===== config.mk =====
export PLATFORM = sky130hd
export DESIGN_NAME = ibwt_decoder
export DESIGN_NICKNAME = d
export VERILOG_FILES = /design/src/rtl/bwt_pkg.sv /design/src/rtl/ibwt_lf_rank.sv /design/src/rtl/ibwt_decoder.sv
export SDC_FILE = /design/constraint.sdc
export NUM_CORES = 1
export LEC_CHECK = 0
export CAP_MARGIN = 10
export CORE_MARGIN = 4
export CORE_UTILIZATION = 49
export CTS_CLUSTER_DIAMETER = 30
export DETAILED_ROUTE_END_ITERATION = 8
export PLACE_DENSITY = 0.85
export REMOVE_ABC_BUFFERS = 1
export SLEW_MARGIN = 20
export SYNTH_ARGS = -nofsm -noshare
export SYNTH_HDL_FRONTEND = slang
export SYNTH_SLANG_ARGS = --single-unit

===== constraint.sdc =====
create_clock -name clk -period 12.3 [get_ports clk]
set_input_delay 1.845 -clock clk [delete_from_list [all_inputs] [get_ports clk]]
set_output_delay 1.845 -clock clk [all_outputs]
set_load 0.02 [all_outputs]

===== src/rtl/bwt_pkg.sv =====
// Shared BWT constants and the inverse-BWT decoder state encoding.
package bwt_pkg;

   localparam int          N_DEF    = 8;
   localparam int          W_DEF    = 8;
   localparam logic [7:0]  SENTINEL = 8'h24;  // '$'

   typedef enum logic [1:0] {IDLE, RANK, WALK, DONE} ibwt_state_t;

endpackage


===== src/rtl/ibwt_lf_rank.sv =====
// Combinational LF-mapping rank for one row: characters strictly smaller than
// L[p] plus equal characters in earlier rows.
module ibwt_lf_rank #(
   parameter  int N  = 8,
   parameter  int W  = 8,
   localparam int IW = $clog2(N)
) (
   input  logic [N-1:0][W-1:0] l,
   input  logic [IW-1:0]       p,
   output logic [IW-1:0]       lf
);

   logic [W-1:0] key;
   logic [N-1:0] lt_vec;
   logic [N-1:0] eq_vec;

   assign key = l[p];

   for (genvar j = 0; j < N; j++) begin : g_cmp
      assign lt_vec[j] = (l[j] < key);
      assign eq_vec[j] = (l[j] == key) && (IW'(j) < p);
   end

   // Total never exceeds N-1, so IW bits cannot overflow.
   always_comb begin
      lf = '0;
      for (int j = 0; j < N; j++) begin
         lf = lf + IW'(lt_vec[j]) + IW'(eq_vec[j]);
      end
   end

endmodule


===== src/rtl/ibwt_decoder.sv =====
// Inverse BWT: RANK builds the LF table one row per cycle, WALK follows it.
// Optional sentinel-count check enabled by defining IBWT_SENTINEL_CHECK_EN.
module ibwt_decoder
   import bwt_pkg::*;
#(
   parameter  int N  = N_DEF,
   parameter  int W  = W_DEF,
   localparam int IW = $clog2(N)
) (
   input  logic               clk,
   input  logic               rst,
   input  logic               start_decode,
   input  logic [N-1:0][W-1:0] bwt_string,
   output logic [N-1:0][W-1:0] output_string,
   output logic               busy,
   output logic               done,
   output logic               error
);

   localparam logic [W-1:0] SENT = W'(SENTINEL);

   ibwt_state_t             state_q, state_d;
   logic [N-1:0][W-1:0]     l_q, l_d;
   logic [N-1:0][IW-1:0]    lf_q, lf_d;
   logic [N-1:0][W-1:0]     out_q, out_d;
   logic [IW-1:0]           p_q, p_d;
   logic [IW-1:0]           row_q, row_d;
   logic [IW-1:0]           k_q, k_d;
   logic                    busy_q, busy_d;
   logic                    done_q, done_d;
   logic [IW-1:0]           lf_row;

`ifdef IBWT_SENTINEL_CHECK_EN
   localparam int CW = $clog2(N + 1);
   logic [CW-1:0]           cnt_q, cnt_d;
   logic                    error_q, error_d;
   assign error = error_q;
`else
   assign error = 1'b0;
`endif

   ibwt_lf_rank #(.N(N), .W(W)) u_rank (
      .l  (l_q),
      .p  (p_q),
      .lf (lf_row)
   );

   always_comb begin
      state_d = state_q;
      l_d     = l_q;
      lf_d    = lf_q;
      out_d   = out_q;
      p_d     = p_q;
      row_d   = row_q;
      k_d     = k_q;
      // Status outputs lag the state by one edge.
      busy_d  = (state_q == RANK) || (state_q == WALK);
      done_d  = (state_q == DONE);
`ifdef IBWT_SENTINEL_CHECK_EN
      cnt_d   = cnt_q;
      error_d = error_q;
`endif
      case (state_q)
         IDLE: begin
            if (start_decode) begin
               for (int p = 0; p < N; p++) l_d[p] = bwt_string[N-1-p];
               p_d     = '0;
               state_d = RANK;
`ifdef IBWT_SENTINEL_CHECK_EN
               cnt_d   = '0;
               error_d = 1'b0;
`endif
            end
         end
         RANK: begin
            lf_d[p_q] = lf_row;
`ifdef IBWT_SENTINEL_CHECK_EN
            cnt_d = cnt_q + CW'(l_q[p_q] == SENT);
`endif
            if (p_q == IW'(N - 1)) begin
               state_d  = WALK;
               row_d    = '0;
               k_d      = IW'(N - 2);
               out_d[0] = SENT;
`ifdef IBWT_SENTINEL_CHECK_EN
               if (cnt_d != CW'(1)) begin
                  state_d = DONE;
                  error_d = 1'b1;
                  out_d   = '0;
               end
`endif
            end else begin
               p_d = p_q + 1'b1;
            end
         end
         WALK: begin
            out_d[IW'(N - 1) - k_q] = l_q[row_q];
            row_d = lf_q[row_q];
            if (k_q == '0) state_d = DONE;
            else           k_d     = k_q - 1'b1;
         end
         DONE: state_d = IDLE;
         default: state_d = IDLE;
      endcase
   end

   always_ff @(posedge clk or posedge rst) begin
      if (rst) begin
         state_q <= IDLE;
         l_q     <= '0;
         lf_q    <= '0;
         out_q   <= '0;
         p_q     <= '0;
         row_q   <= '0;
         k_q     <= '0;
         busy_q  <= 1'b0;
         done_q  <= 1'b0;
      end else begin
         state_q <= state_d;
         l_q     <= l_d;
         lf_q    <= lf_d;
         out_q   <= out_d;
         p_q     <= p_d;
         row_q   <= row_d;
         k_q     <= k_d;
         busy_q  <= busy_d;
         done_q  <= done_d;
      end
   end

`ifdef IBWT_SENTINEL_CHECK_EN
   always_ff @(posedge clk or posedge rst) begin
      if (rst) begin
         cnt_q   <= '0;
         error_q <= 1'b0;
      end else begin
         cnt_q   <= cnt_d;
         error_q <= error_d;
      end
   end
`endif

   assign output_string = out_q;
   assign busy          = busy_q;
   assign done          = done_q;

endmodule


==> impl_metrics.csv, run 1 <==
group,metric,value,unit
timing,clock_skew,0.007561,ns
floorplan,ios,134,
timing,finalCritPeriodShare,55.72,%
synth,synth_warnings,0,
placement,pre_cts_ws,5.456,ns
worst_hold_path,min_path_type,"flop to flop",
worst_hold_path,hold_depth,2,
setup_path,crit_type,"flop to flop",
timing,worst_slack,5.446,ns
synth,yosysSeqAreaShare,44.44,%
grt,grt_pass1_vias,6844,
synth,netlist_area,9290,um^2
clock_tree,htreeDepth,4,
synth,yosysTopAreaCellShare,44.44,%
timing,fin_crit,6.854,ns
synth,netlist_top_cells_count,"dfrtp_1, ha_1, mux2_2",
route,avgViaCountPerCell,5.940,
floorplan,die_y,145.7,um
route,postRouteAntennaNets,0,
layout,fin_nets,1037,
synth,synth.distinct_cells,55,
timing,setup_viol_count_final,0,
placement,dpl_cell_area,10780,um^2
clock_tree,cts_tree,"done",
layout,fill_cells,1468,
clock_tree,cts_buffers,17,
timing,fmax,145.9,MHz
grt,grt_pass1_wl,37.83,mm
setup_path,rrSetupSlack,5.45,ns
timing,setup_tns,0,ns
route,vias,6718,
layout,syn_to_final_growth,22.05,%
worst_hold_path,holdPathEnd,"lf_q[17]",
setup_path,path_max_fanout,27,
setup_path,worstPathArrival,7.14,ns
synth,synth_edf_count,0,
setup_path,end_kind,"flop",
timing,hold_viol,0,
setup_path,rr_startpoint,"p_q[0]",
timing,rsz0062_at_grt,"false",
clock_tree,cts-root-buf,"clkbuf_16",
worst_hold_path,hp-start,"lf_q[17]",
layout,n_antenna_cell,0,
route,drcViolationCount,0,
synth,synth_cells,764,
synth,ys.flop_type,"dfrtp_1",
clock_tree,cts_sinks,165,
synth,post-synth-top-count-cell,"dfrtp_1",
clock_tree,hold_buffers,0,
route,routed_wl,23.20,mm
synth,yosys-top-cells-area,"dfrtp_1, ha_1, mux2_2",
clock_tree,cts_resized,0,
synth,synth_top_area_cell,"dfrtp_1",
placement,io_buffers,132,
placement,gp_congestion,0.9547,
floorplan,fp.dieW,145.7,um
route,wl_per_cell,20.51,um
setup_path,r2r_cells,21,
layout,final_layout_size_suffix_gt1_share,20.74,%
timing,slew_headroom,33.14,%
grt,antenna_found_initial,0,
clock_tree,clockBufferDepth,2,
setup_path,cp-start-kind,"flop",
status,status,"complete, no violations",
floorplan,initial_utilization,49.67,%
layout,final_cell_area,11340,um^2
clock_tree,clkTransAtPathRegs,0.06,ns
grt,grt_max_degree,96,
route,drt_iter0_drc,514,
flow_run,cap_violations,0,
timing,worstMarginPinSlew,0.9975,ns
placement,dp_hpwl,17.31,mm
synth,synthArstFlopShare,100.0,%
route,firstDrtPassIters,5,
timing,drv_slew,0,
grt,overflow,0,
clock_tree,post_cts_buffers,0,
floorplan,core_area,18710,um^2
synth,post_synth.cell_area_avg,12.16,um^2
synth,synth.ff_latch_count,165,
floorplan,die-area,21230,um^2
grt,grtUsageTotal,22.46,%
floorplan,rows,50,
setup_path,required,12.58,ns
layout,fin_util,60.62,%
clock_tree,worstSkewPairLatency,0.43,ns
setup_path,r2r-end,"lf_q[2]",
==> cell families (layout without fill, tap and decap cells) <==
| group | after synthesis | count (layout) | share of synthesized area [%] |
|---|---|---|---|
| and+or+nand+nor | 175 | 175 | 8.714 |
| DFF | 165 | 165 | 44.44 |
| AOI/OAI and AO/OA | 144 | 144 | 9.805 |
| muxes | 131 | 131 | 21.51 |
| adders and majority gates | 85 | 85 | 12.18 |
| buffers and inverters | 60 | 193 | 3.030 |
| xor gates and xnor gates | 3 | 3 | 0.2829 |
| other | 1 | 1 | 0.04037 |
==> final cells by class <==
class / instances / area [um^2] / share of cell area, %
Timing Repair Buffer: 138 / 1366 / 12.05
Tap cell: 234 / 292.8 / 2.582
Multi-Input combinational cell: 539 / 4905 / 43.26
Inverter: 24 / 95.09 / 0.8387
Sequential cell: 165 / 4129 / 36.42
Clock inverter: 11 / 93.84 / 0.8276
Clock buffer: 20 / 456.7 / 4.028
==> per-layer routing <==
metal / vias to the layer above / wire [um] / GRT usage, % / part of all wire [%]
met5: - / 0 / 0 / 0
met4: 0 / 419 / 6.030 / 1.8
met3: 29 / 1608 / 4.796 / 6.9
met2: 269 / 10850 / 35.54 / 47
met1: 3371 / 10330 / 31.75 / 45
li1: 3049 / - / - / -
==> critical path, cell delays in order (launching register included) <==
cell	delay (ns)
dfrtp_1	0.32
buf_4	0.38
mux4_2	0.56
mux2i_1	0.67
ha_1	0.38
or2_2	0.29
a21oi_1	0.15
a21oi_1	0.06
a31oi_1	0.18
ha_1	0.14
inv_1	0.05
fa_1	0.53
inv_1	0.05
fa_1	0.50
fa_1	0.51
fa_1	0.55
ha_1	0.14
inv_1	0.04
fa_1	0.37
xnor2_1	0.15
xnor2_1	0.49
o21ai_0	0.18
==> registers in the layout, indices dropped and copies added, names as in the netlist <==
| name | count |
|---|---|
| done | 1 |
| output_string | 64 |
| busy | 1 |
| state_q | 2 |
| p_q | 3 |
| l_q | 64 |
| k_q | 3 |
| lf_q | 24 |
| row_q | 3 |
==> placed cells by master, fill, tap and decap left out, types with 3 or more instances in the layout <==
master | synthesis | layout
a21o_1 | 7 | 7
a21oi_1 | 46 | 46
a21oi_2 | 12 | 12
a22o_1 | 4 | 4
a31oi_1 | 6 | 6
buf_4 | 2 | 6
clkbuf_16 | 0 | 17
clkdlybuf4s50_1 | 0 | 132
clkinv_4 | 0 | 3
dfrtp_1 | 165 | 165
fa_1 | 9 | 9
ha_1 | 76 | 76
inv_1 | 23 | 22
inv_6 | 0 | 5
mux2_2 | 74 | 74
mux2i_1 | 11 | 11
mux2i_4 | 8 | 8
mux4_1 | 5 | 5
mux4_2 | 33 | 33
nand2_1 | 54 | 53
nand2b_1 | 5 | 5
nand3_1 | 10 | 10
nand4_1 | 15 | 15
nor2_1 | 54 | 54
nor2b_1 | 7 | 7
nor3_1 | 11 | 9
o211ai_1 | 3 | 3
o21a_1 | 4 | 4
o21ai_0 | 28 | 28
o21ai_1 | 9 | 9
o21ai_2 | 12 | 12
or2_2 | 4 | 4
or3_1 | 5 | 5
xnor2_1 | 3 | 3
==> through the flow <==
step | cells | hold WS [ns]
final | 1131 | 0.4785
after global routing | 1131 | 0.5093
after CTS | 1131 | 0.4813
after detailed placement | 1100 | 0.4674
after global placement | 1100 | 0.4580
after floorplan | 728 | 0.4446
==> worst max-delay path by stage <==
stage	from	end	slack, ns
3_5_place_dp	p_q[0]	lf_q[2]	5.46
6_report	p_q[0]	lf_q[2]	5.45
4_1_cts	p_q[0]	lf_q[2]	5.43
3_3_place_gp	p_q[0]	lf_q[2]	5.63
2_1_floorplan	p_q[0]	lf_q[11]	5.77
5_1_grt	p_q[0]	lf_q[23]	4.98
Power of run 1 is left out: the tool's default activity adds up to more than one toggle a clock period on the data nets, which glitch-free logic cannot reach.
==> run 2: changes to the inputs <==
--- a/config.mk
+++ b/config.mk
@@ -10,7 +10,7 @@
 export CORE_UTILIZATION = 49
 export CTS_CLUSTER_DIAMETER = 30
 export DETAILED_ROUTE_END_ITERATION = 8
-export PLACE_DENSITY = 0.85
+export PLACE_DENSITY = 0.88
 export REMOVE_ABC_BUFFERS = 1
 export SLEW_MARGIN = 20
 export SYNTH_ARGS = -nofsm -noshare
==> constraint.sdc (replaced) <==
create_clock -name clk -period 6.3 [get_ports clk]
set_input_delay 0.945 -clock clk [delete_from_list [all_inputs] [get_ports clk]]
set_output_delay 0.945 -clock clk [all_outputs]
set_load 0.02 [all_outputs]
==> run 2 against run 1 <==
Compared with the run above: sequential cell count unchanged; critical path depth up 1; critical endpoint is now lf_q[8]; via count up 1.8%; maximum frequency up 15%; global-route usage up 0.18 points; clock skew up 0.0018 ns; design area up 1.5%; largest cell class unchanged; first-iteration DRC count up 11%; highest routed layer unchanged; routed wire length up 1.8%.
==> impl_metrics.csv, run 2 (synthesis results as in run 1) <==
group,metric,value,unit
route,avgViaCountPerCell,5.946,
clock_tree,cts_tree,"done",
clock_tree,cts_buffers,17,
setup_path,cp-start-kind,"flop",
floorplan,ios,134,
clock_tree,clkTransAtPathRegs,0.07,ns
placement,gp_congestion,0.9254,
timing,finalCritPeriodShare,94.71,%
worst_hold_path,holdPathEnd,"output_string[21]",
layout,fill_cells,1445,
worst_hold_path,min_path_type,"flop to flop",
floorplan,core_area,18710,um^2
layout,final_layout_size_suffix_gt1_share,22.71,%
route,firstDrtPassIters,5,
floorplan,fp.dieW,145.7,um
route,postRouteAntennaNets,0,
setup_path,required,6.60,ns
floorplan,rows,50,
route,drcViolationCount,0,
setup_path,path_max_fanout,8,
layout,syn_to_final_growth,23.85,%
grt,antenna_found_initial,0,
layout,layout_common_cells,"dfrtp_1, clkdlybuf4s50_1, ha_1",
route,vias,6838,
layout,final_common_cell,"dfrtp_1",
layout,fin_util,61.51,%
timing,fmax,167.6,MHz
setup_path,crit_type,"flop to flop",
timing,clock_skew,0.009319,ns
route,drt_iter0_drc,572,
timing,hold_viol,0,
clock_tree,worstSkewPairLatency,0.44,ns
timing,slew_headroom,27.57,%
clock_tree,hold_buffers,0,
placement,dp_hpwl,17.45,mm
route,routed_wl,23.62,mm
setup_path,r2r_cells,22,
clock_tree,cts_sinks,165,
floorplan,die_y,145.7,um
flow_run,cap_violations,0,
timing,setup_viol_count_final,0,
setup_path,end_kind,"flop",
grt,overflow,0,
setup_path,rrSetupSlack,0.33,ns
layout,multi_input_area,4895,um^2
clock_tree,clockBufferDepth,2,
status,status,"complete, no violations",
layout,n_antenna_cell,0,
setup_path,worstPathArrival,6.27,ns
timing,drv_slew,0,
grt,grt_pass1_wl,37.97,mm
floorplan,initial_utilization,49.67,%
setup_path,rr_startpoint,"p_q[0]",
grt,grtUsageTotal,22.64,%
timing,worstMarginPinSlew,1.080,ns
clock_tree,htreeDepth,4,
grt,grt_pass1_vias,7036,
clock_tree,cts-root-buf,"clkbuf_16",
timing,hold-worst-slack,0.4808,ns
placement,io_buffers,132,
timing,fin_crit,5.967,ns
worst_hold_path,hp-start,"output_string[21]",
grt,grt_max_degree,100,
floorplan,die-area,21230,um^2
setup_path,r2r-end,"lf_q[8]",
route,wl_per_cell,20.54,um
layout,register_area,4131,um^2
layout,fin_nets,1055,
worst_hold_path,hold_depth,2,
-- run 2: changes by cell type in the layout (fill, tap and decap cells not counted), sizes merged --
cell,delta
buf,+18
clkinv,-3
inv,+4
clkbuf,-3
clkinvlp,+3
-- run 2: worst max-delay path: stages (launching register included) --
cell     delay [ns]
dfrtp_2        0.46
buf_12         0.13
mux4_2         0.49
mux2i_1        0.21
ha_1           0.29
nor2b_1        0.15
o31ai_1        0.19
a21oi_1        0.13
a31oi_1        0.19
ha_1           0.15
inv_1          0.06
fa_1           0.52
inv_1          0.05
fa_1           0.50
fa_1           0.52
fa_1           0.55
ha_1           0.14
inv_1          0.05
fa_1           0.38
xnor2_1        0.25
xnor2_2        0.14
buf_4          0.17
a21oi_1        0.09
-- run 2: repair_timing --
item,4_1_cts,5_1_grt
setup endpoints to repair,8,8
pin swaps,0,1
gates resized for setup,1,2
buffers inserted,0,3
-- run 2: how the worst max path moves through the flow --
| stage | startpoint | to | slack, ns | cells after the start |
|---|---|---|---|---|
| 6_report | p_q[0] | lf_q[8] | 0.33 | 22 |
| 5_1_grt | p_q[0] | lf_q[23] | -0.02 | 22 |
| 4_1_cts | p_q[0] | lf_q[8] | 0.17 | 21 |
| 3_5_place_dp | p_q[0] | lf_q[8] | 0.04 | 21 |
| 3_3_place_gp | p_q[0] | lf_q[17] | 0.27 | 21 |
| 2_1_floorplan | p_q[0] | lf_q[11] | -0.23 | 20 |
-- run 2: per-stage QoR --
step	area [um^2]	std cells	setup TNS [ns]	setup WS, ns
floorplan	9099	728	-1.828	-0.2302
global placement	10880	1115	0	0.2717
detailed placement	10880	1115	0	0.03744
CTS	11470	1147	0	0.1726
global route	11510	1150	-0.04750	-0.01848
finish	11510	1150	0	0.3330
-- run 2: area by class of cell --
cell class	instances	share of cell area, %
Clock buffer	17	3.697
Clock inverter	15	1.327
Inverter	24	0.8264
Sequential cell	165	35.91
Multi-Input combinational cell	539	42.54
Timing Repair Buffer	156	13.16
Tap cell	234	2.545
-- run 2: per-layer routing --
| layer | global-route usage, % | routed length, um |
|---|---|---|
| met5 | 0 | 0 |
| met4 | 7.550 | 552 |
| met3 | 4.952 | 1812 |
| met2 | 37.40 | 11510 |
| met1 | 29.92 | 9753 |
Power of run 2 is left out for the same reason.
